`config.mk`:
```
export PLATFORM = sky130hd
export DESIGN_NAME = dram_core_responder_flat
export DESIGN_NICKNAME = d
export VERILOG_FILES = /design/src/rtl/dram_cim_pkg.sv /design/src/rtl/dram_core_responder_if.sv /design/src/rtl/dram_row_array.sv /design/src/rtl/dram_core_responder.sv /design/src/flat_wrapper.sv
export SDC_FILE = /design/constraint.sdc
export NUM_CORES = 2
export LEC_CHECK = 0
export CORE_UTILIZATION = 47
export CTS_CLUSTER_SIZE = 12
export DETAILED_ROUTE_END_ITERATION = 8
export MAX_ROUTING_LAYER = met4
export PLACE_DENSITY_LB_ADDON = 0.08
export SYNTH_ARGS = -nofsm -noshare
export SYNTH_HDL_FRONTEND = slang
export SYNTH_HIERARCHICAL = 1
export SYNTH_SLANG_ARGS = --single-unit
export TNS_END_PERCENT = 20
```
`constraint.sdc`:
```
create_clock -name CLK -period 3.88 [get_ports CLK]
set_input_delay 0.776 -clock CLK [delete_from_list [all_inputs] [get_ports CLK]]
set_output_delay 0.776 -clock CLK [all_outputs]
set_load 0.02 [all_outputs]
```
`src/rtl/dram_cim_pkg.sv`:
```
// Shared types, widths and a byte-select helper for the DRAM core read responder.
package dram_cim_pkg;

  localparam int ROW_W     = 6;
  localparam int DEMUX_W   = 3;
  localparam int ADDR_BITS = 9;
  localparam int ROW_BITS  = 64;
  localparam int BYTE_W    = 8;
  localparam int ROWS      = 1 << ROW_W;

  typedef enum logic [2:0] {IDLE, ADDR, ARMED, SENSE, SHIFT} state_e;

  function automatic logic [BYTE_W-1:0] sel_byte(input logic [ROW_BITS-1:0] row,
                                                 input logic [DEMUX_W-1:0]  k);
    return row[32'(k) * BYTE_W +: BYTE_W];
  endfunction

endpackage

```
`src/rtl/dram_core_responder_if.sv`:
```
// Serial address / read-data / preload bundle between a controller and the responder.
interface dram_core_responder_if;
  import dram_cim_pkg::*;

  logic                RAD;
  logic                ADVLD;
  logic                RDEN;
  logic                VSAEN;
  logic                ROUT;
  logic                rout_vld;
  logic                rd_done;
  logic                addr_err;
  logic                pl_wen;
  logic [ROW_W-1:0]    pl_row;
  logic [ROW_BITS-1:0] pl_data;

  modport master (
    output RAD, ADVLD, RDEN, VSAEN, pl_wen, pl_row, pl_data,
    input  ROUT, rout_vld, rd_done, addr_err
  );

  modport slave (
    input  RAD, ADVLD, RDEN, VSAEN, pl_wen, pl_row, pl_data,
    output ROUT, rout_vld, rd_done, addr_err
  );

endinterface

```
`src/rtl/dram_row_array.sv`:
```
// 64 x 64-bit row storage: synchronous write, combinational read, contents never reset.
module dram_row_array
  import dram_cim_pkg::*;
(
  input  logic                CLK,
  input  logic                i_wen,
  input  logic [ROW_W-1:0]    i_wrow,
  input  logic [ROW_BITS-1:0] i_wdata,
  input  logic [ROW_W-1:0]    i_rrow,
  output logic [ROW_BITS-1:0] o_rdata
);

  logic [ROW_BITS-1:0] r_mem [ROWS];

  always_ff @(posedge CLK) begin
    if (i_wen) r_mem[i_wrow] <= i_wdata;
  end

  // Read sees pre-edge contents, so a same-edge latch returns the old row.
  assign o_rdata = r_mem[i_rrow];

endmodule

```
`src/rtl/dram_core_responder.sv`:
```
// DRAM core read responder: serial address in, sensed byte serialised out on ROUT.
// Optional DRAM_RESP_PARITY_EN appends an odd-parity bit as a 9th shifted bit.
module dram_core_responder
  import dram_cim_pkg::*;
#(
  parameter int unsigned SENSE_LAT = 2,
  parameter logic        ROUT_IDLE = 1'b0
) (
  input  logic                  CLK,
  input  logic                  RSTn,
  dram_core_responder_if.slave  bus
);

`ifdef DRAM_RESP_PARITY_EN
  localparam int SH_W = BYTE_W + 1;
`else
  localparam int SH_W = BYTE_W;
`endif

  state_e               r_state, w_state_nxt;
  logic [ADDR_BITS-1:0] r_addr;
  logic [3:0]           r_bitcnt;
  logic                 r_err;
  logic [3:0]           r_cnt;
  logic [SH_W-1:0]      r_shift;
  logic [3:0]           r_shcnt;
  logic                 r_rd_done, r_addr_err;
  logic                 w_err_set, w_done_set, w_latch;
  logic [ROW_BITS-1:0]  w_row_data;
  logic [BYTE_W-1:0]    w_byte;
  logic                 w_rout, w_rout_vld;

  dram_row_array u_rows (
    .CLK     (CLK),
    .i_wen   (bus.pl_wen),
    .i_wrow  (bus.pl_row),
    .i_wdata (bus.pl_data),
    .i_rrow  (r_addr[ADDR_BITS-1 -: ROW_W]),
    .o_rdata (w_row_data)
  );

  assign w_byte = sel_byte(w_row_data, r_addr[DEMUX_W-1:0]);

  always_ff @(posedge CLK or negedge RSTn) begin
    if (!RSTn) r_state <= IDLE;
    else       r_state <= w_state_nxt;
  end

  always_comb begin
    w_state_nxt = r_state;
    w_err_set   = 1'b0;
    w_done_set  = 1'b0;
    w_latch     = 1'b0;
    unique case (r_state)
      IDLE:  if (bus.ADVLD) w_state_nxt = ADDR;
      ADDR: begin
        if (!bus.ADVLD) begin
          if (r_bitcnt == 4'(ADDR_BITS) && !r_err) begin
            w_state_nxt = ARMED;
          end else begin
            w_state_nxt = IDLE;
            w_err_set   = 1'b1;
          end
        end
      end
      ARMED: begin
        if (bus.RDEN)       w_state_nxt = SENSE;
        else if (bus.ADVLD) w_state_nxt = ADDR;
      end
      SENSE: begin
        if (r_cnt == 4'd0) begin
          if (bus.VSAEN) begin
            w_state_nxt = SHIFT;
            w_latch     = 1'b1;
          end else begin
            w_state_nxt = IDLE;
            w_err_set   = 1'b1;
          end
        end
      end
      SHIFT: begin
        if (r_shcnt == 4'(SH_W - 1)) begin
          w_state_nxt = IDLE;
          w_done_set  = 1'b1;
        end
      end
      default: w_state_nxt = IDLE;
    endcase
  end

  always_ff @(posedge CLK or negedge RSTn) begin
    if (!RSTn) begin
      r_addr     <= '0;
      r_bitcnt   <= '0;
      r_err      <= 1'b0;
      r_cnt      <= '0;
      r_shift    <= '0;
      r_shcnt    <= '0;
      r_rd_done  <= 1'b0;
      r_addr_err <= 1'b0;
    end else begin
      r_rd_done  <= w_done_set;
      r_addr_err <= w_err_set;
      if ((r_state == IDLE || r_state == ARMED) && w_state_nxt == ADDR) begin
        r_addr   <= {{(ADDR_BITS-1){1'b0}}, bus.RAD};
        r_bitcnt <= 4'd1;
        r_err    <= 1'b0;
      end else if (r_state == ARMED && w_state_nxt == SENSE) begin
        r_cnt <= 4'(SENSE_LAT);
      end else if (r_state == ADDR && bus.ADVLD) begin
        r_addr <= {r_addr[ADDR_BITS-2:0], bus.RAD};
        if (r_bitcnt != 4'hF)             r_bitcnt <= r_bitcnt + 4'd1;
        if (r_bitcnt >= 4'(ADDR_BITS))    r_err    <= 1'b1;
      end else if (r_state == SENSE) begin
        if (r_cnt != 4'd0) r_cnt <= r_cnt - 4'd1;
        if (w_latch) begin
`ifdef DRAM_RESP_PARITY_EN
          r_shift <= {w_byte, ~^w_byte};
`else
          r_shift <= w_byte;
`endif
          r_shcnt <= '0;
        end
      end else if (r_state == SHIFT) begin
        r_shift <= r_shift << 1;
        r_shcnt <= r_shcnt + 4'd1;
      end
    end
  end

  // Outputs decode from state so reset cuts ROUT asynchronously.
  always_comb begin
    w_rout_vld = (r_state == SHIFT);
    w_rout     = w_rout_vld ? r_shift[SH_W-1] : ROUT_IDLE;
  end

  assign bus.ROUT     = w_rout;
  assign bus.rout_vld = w_rout_vld;
  assign bus.rd_done  = r_rd_done;
  assign bus.addr_err = r_addr_err;

endmodule

```
`src/flat_wrapper.sv`:
```
// flat-port wrapper written by rule: the top's interface ports become plain ports
module dram_core_responder_flat import dram_cim_pkg::*;
#(
  parameter int unsigned SENSE_LAT = 2,
  parameter logic        ROUT_IDLE = 1'b0
)
  (CLK, RSTn, bus_RAD, bus_ADVLD, bus_RDEN, bus_VSAEN, bus_pl_wen, bus_pl_row, bus_pl_data, bus_ROUT, bus_rout_vld, bus_rd_done, bus_addr_err);
  dram_core_responder_if bus_i ();
  input  logic CLK;
  input  logic RSTn;
  input wire logic [$bits(bus_i.RAD)-1:0] bus_RAD;
  input wire logic [$bits(bus_i.ADVLD)-1:0] bus_ADVLD;
  input wire logic [$bits(bus_i.RDEN)-1:0] bus_RDEN;
  input wire logic [$bits(bus_i.VSAEN)-1:0] bus_VSAEN;
  input wire logic [$bits(bus_i.pl_wen)-1:0] bus_pl_wen;
  input wire logic [$bits(bus_i.pl_row)-1:0] bus_pl_row;
  input wire logic [$bits(bus_i.pl_data)-1:0] bus_pl_data;
  output wire logic [$bits(bus_i.ROUT)-1:0] bus_ROUT;
  output wire logic [$bits(bus_i.rout_vld)-1:0] bus_rout_vld;
  output wire logic [$bits(bus_i.rd_done)-1:0] bus_rd_done;
  output wire logic [$bits(bus_i.addr_err)-1:0] bus_addr_err;
  assign bus_i.RAD = bus_RAD;
  assign bus_i.ADVLD = bus_ADVLD;
  assign bus_i.RDEN = bus_RDEN;
  assign bus_i.VSAEN = bus_VSAEN;
  assign bus_i.pl_wen = bus_pl_wen;
  assign bus_i.pl_row = bus_pl_row;
  assign bus_i.pl_data = bus_pl_data;
  assign bus_ROUT = bus_i.ROUT;
  assign bus_rout_vld = bus_i.rout_vld;
  assign bus_rd_done = bus_i.rd_done;
  assign bus_addr_err = bus_i.addr_err;
  dram_core_responder #(.SENSE_LAT(SENSE_LAT), .ROUT_IDLE(ROUT_IDLE)) u_core (.CLK(CLK), .RSTn(RSTn), .bus(bus_i));
endmodule
```
==> results.py <==
metrics = {
    "status": {
        "outcome": "complete, no violations",
    },
    "pwr": {
        "peakVddDrop_v": 0.000441,
        "finalPower_mw": 108,
        "cellLeakagePower_nw": 55.6,
        "pwr_density_cell_mw_per_mm2": 591,
    },
    "clock_tree": {
        "post_cts_buffers": 0,
        "tritoncts": "done",
        "htreeDepth": 5,
        "clk_latency_ps": 1000,
        "clk_pin_slew_ps": 60,
        "clock-root-buffer": "clkbuf_16",
        "clockBufferDepth": 4,
        "cts_made_buffers": 427,
        "cts.sinks": 4131,
    },
    "sta": {
        "max_freq_mhz": 258,
        "hold_viol": 0,
        "fin_crit_ps": 3870,
        "rsz0062_at_grt": "no",
        "slew_violations": 0,
        "maxSlewHeadroom": 0.204,
        "min_period_over_period": 0.998,
        "setup_viol": 0,
        "max_slew.worst_pin.slew_ps": 1190,
        "timing.hold.ws_ps": 401,
        "clock_skew_ps": 57.2,
        "setup_ws_ps": 8.27,
    },
    "grt": {
        "antenna_found_initial": 39,
        "use_met2": 0.453,
        "top_usage_layer": "met2",
        "grt_pass1_vias": 78953,
        "grt_pass1_wl_um": 652000,
        "grt_overflow": 0,
        "grt_max_degree": 65,
        "use_met1": 0.402,
        "grtUsageTotal": 0.289,
        "met3_usage": 0.0416,
    },
    "worst_setup_path": {
        "r2r_setup_slack_ps": 8,
        "critPathLaunchType": "flip-flop",
        "end_kind": "flip-flop",
        "cp_data_arrival_time_ps": 4780,
        "worst-r2r-cell-count": 10,
        "r2r-start": "u_core/r_addr[5]",
        "worstSetupPathType": "flip-flop to flip-flop",
        "crit_fanout": 23,
        "reg2reg_to": "u_core/r_shift[4]",
        "required_ps": 4790,
    },
    "detailed_routing": {
        "vias": 79051,
        "routed_via_density": 6.47,
        "drc": 0,
        "drt_wl_total_um": 475000,
        "routedWlPerCell_um": 38.9,
        "drtPass1Iterations": 6,
        "first_iter_violations": 8843,
        "drtAntennaViolNets": 0,
    },
    "placement": {
        "pre_cts_ws_ps": -112,
        "port_buffers": 80,
        "gp_congestion": 0.821,
        "place_hpwl_um": 274000,
    },
    "logic_synthesis": {
        "synth_ff_type": "edfxtp_1",
        "postSynthAreaPerCell_um2": 23.3,
        "yosysUniqueCellTypes": 55,
        "ys_seq_area_frac": 0.787,
        "syn_area_mm2": 0.157,
        "ys_ff_latch": 4131,
        "synthArstFlopShare": 0.00847,
        "syn_nets": 6821,
        "yosysWarningCount": 6,
        "synth_edf_count": 4096,
        "netlist_instances": 6739,
    },
    "floorplan": {
        "dieHeight_um": 581,
        "die-area_mm2": 0.337,
        "ioPinCount": 81,
        "placeableCoreArea_mm2": 0.333,
        "start_util": 0.472,
        "fp.dieW_um": 581,
        "rows": 212,
    },
    "finish": {
        "nets": 7577,
        "mostFrequentLayoutCell": "edfxtp_1",
        "fillers": 24946,
        "final_cell_mix": "edfxtp_1, mux4_2, clkbuf_16",
        "drive_gt1_frac": 0.304,
        "area_delta_synth_final_pct": 16.3,
    },
    "min_path": {
        "hold_path_class": "primary input to asynchronous set/reset pin",
    },
    "run": {
        "drv_cap": 0,
    },
}
-- layer usage --
layer / wire length (um) / vias up
li1: - / 30632
met1: 197000 / 44141
met2: 230000 / 3563
met3: 34300 / 715
met4: 13500 / 0
met5: 0 / -
-- critical path: stages (launching register included) --
cell	delay (ps)
dfrtp_4	540
buf_12	190
nor2b_4	450
buf_4	520
a22oi_1	170
and3_1	200
a211oi_1	730
mux4_2	440
mux2i_1	90
a211oi_1	260
a21o_1	120
-- registers in the layout, indices dropped and copies added (netlist names) --
signal               count
u_core/bus.rd_done       1
u_core/r_bitcnt          4
u_core/r_err             1
u_core/r_addr            9
u_core/u_rows/r_mem   4096
u_core/r_shcnt           4
u_core/r_cnt             4
u_core/r_shift           8
u_core/bus.addr_err      1
u_core/r_state           3
-- where the power goes --
| group | internal, mW | switching, mW | leakage (nW) |
|---|---|---|---|
| Combinational | 9.61 | 10.4 | 12.0 |
| Sequential | 49.5 | 0.345 | 37.3 |
| Clock | 21.4 | 16.9 | 6.24 |
-- through the flow --
stage / cell area, um2 / util / std cells / TNS [ps]
floorplan: 157000 / - / 6739 / -2913110
global placement: 170000 / 0.510 / 11451 / -414
detailed placement: 170000 / 0.510 / 11451 / -112
CTS: 183000 / 0.549 / 12201 / 0
global route: 183000 / 0.549 / 12219 / 0
finish: 183000 / 0.549 / 12221 / 0
-- how the worst max path moves through the flow --
stage	from	end	slack, ps
floorplan	bus_pl_row[5]	u_core/u_rows/r_mem[39][0]	-930
global placement	u_core/r_addr[5]	u_core/r_shift[0]	-370
detailed placement	u_core/r_addr[3]	u_core/r_shift[7]	-110
CTS	u_core/r_addr[3]	u_core/r_shift[7]	20
global route	u_core/r_state[1]	bus_ROUT	0.2
finish	u_core/r_addr[5]	u_core/r_shift[4]	8
-- cells in the mapped netlist, types with 4 or more instances --
master,instances,area share
xor2_1,6,0.00033
nand2_1,87,0.0021
mux2i_1,142,0.0090
a31oi_1,19,0.00076
nor2b_1,31,0.0012
a22o_1,89,0.0050
and2_1,5,0.00020
or3_1,29,0.0012
mux4_2,1025,0.15
a2bb2oi_1,19,0.0011
a21o_1,7,0.00033
o22ai_1,83,0.0033
nand3b_1,4,0.00019
a22oi_1,168,0.0080
a211oi_1,70,0.0033
dfrtp_1,35,0.0056
buf_6,7,0.00050
a41oi_1,26,0.0014
o21ai_0,13,0.00041
or2_2,28,0.0011
nand2b_1,11,0.00044
clkbuf_1,142,0.0034
and3_1,66,0.0026
inv_1,24,0.00057
edfxtp_1,4096,0.78
buf_2,177,0.0056
ha_1,5,0.00040
nand3_1,52,0.0017
mux4_1,15,0.0025
o221ai_1,38,0.0021
buf_1,20,0.00048
nor2_1,134,0.0032
buf_4,35,0.0017
-- final cells by class --
| class | instances | area [um2] | share of cell area |
|---|---|---|---|
| Inverter | 24 | 90.1 | 0.000492 |
| Timing Repair Buffer | 711 | 8490 | 0.0464 |
| Antenna cell | 19 | 47.5 | 0.000260 |
| Clock buffer | 562 | 11400 | 0.0623 |
| Sequential cell | 4131 | 124000 | 0.677 |
| Tap cell | 4387 | 5490 | 0.0300 |
| Multi-Input combinational cell | 2200 | 32100 | 0.175 |
| Clock inverter | 187 | 1450 | 0.00793 |
-- kinds of logic (layout without fill, tap and decap cells) --
logic type / after synthesis / count (layout) / synth area share
buffers and inverters: 408 / 1484 / 0.0125
muxes: 1184 / 1184 / 0.158
and+or+nand+nor: 463 / 463 / 0.0147
other: 0 / 19 / 0
AOI/OAI and AO/OA: 541 / 541 / 0.0263
adders and majority gates: 5 / 5 / 0.000398
DFF: 4131 / 4131 / 0.787
xor gates and xnor gates: 7 / 7 / 0.000390
-- repair_timing --
item | CTS | global route
endpoints found under the setup margin | 3 | 5
hold buffers | 1 | 0
hold endpoints to repair | 27 | 0
cloned | 0 | 1
resized for setup | 5 | 12
Note: power is estimated with default switching activity, not from simulation.
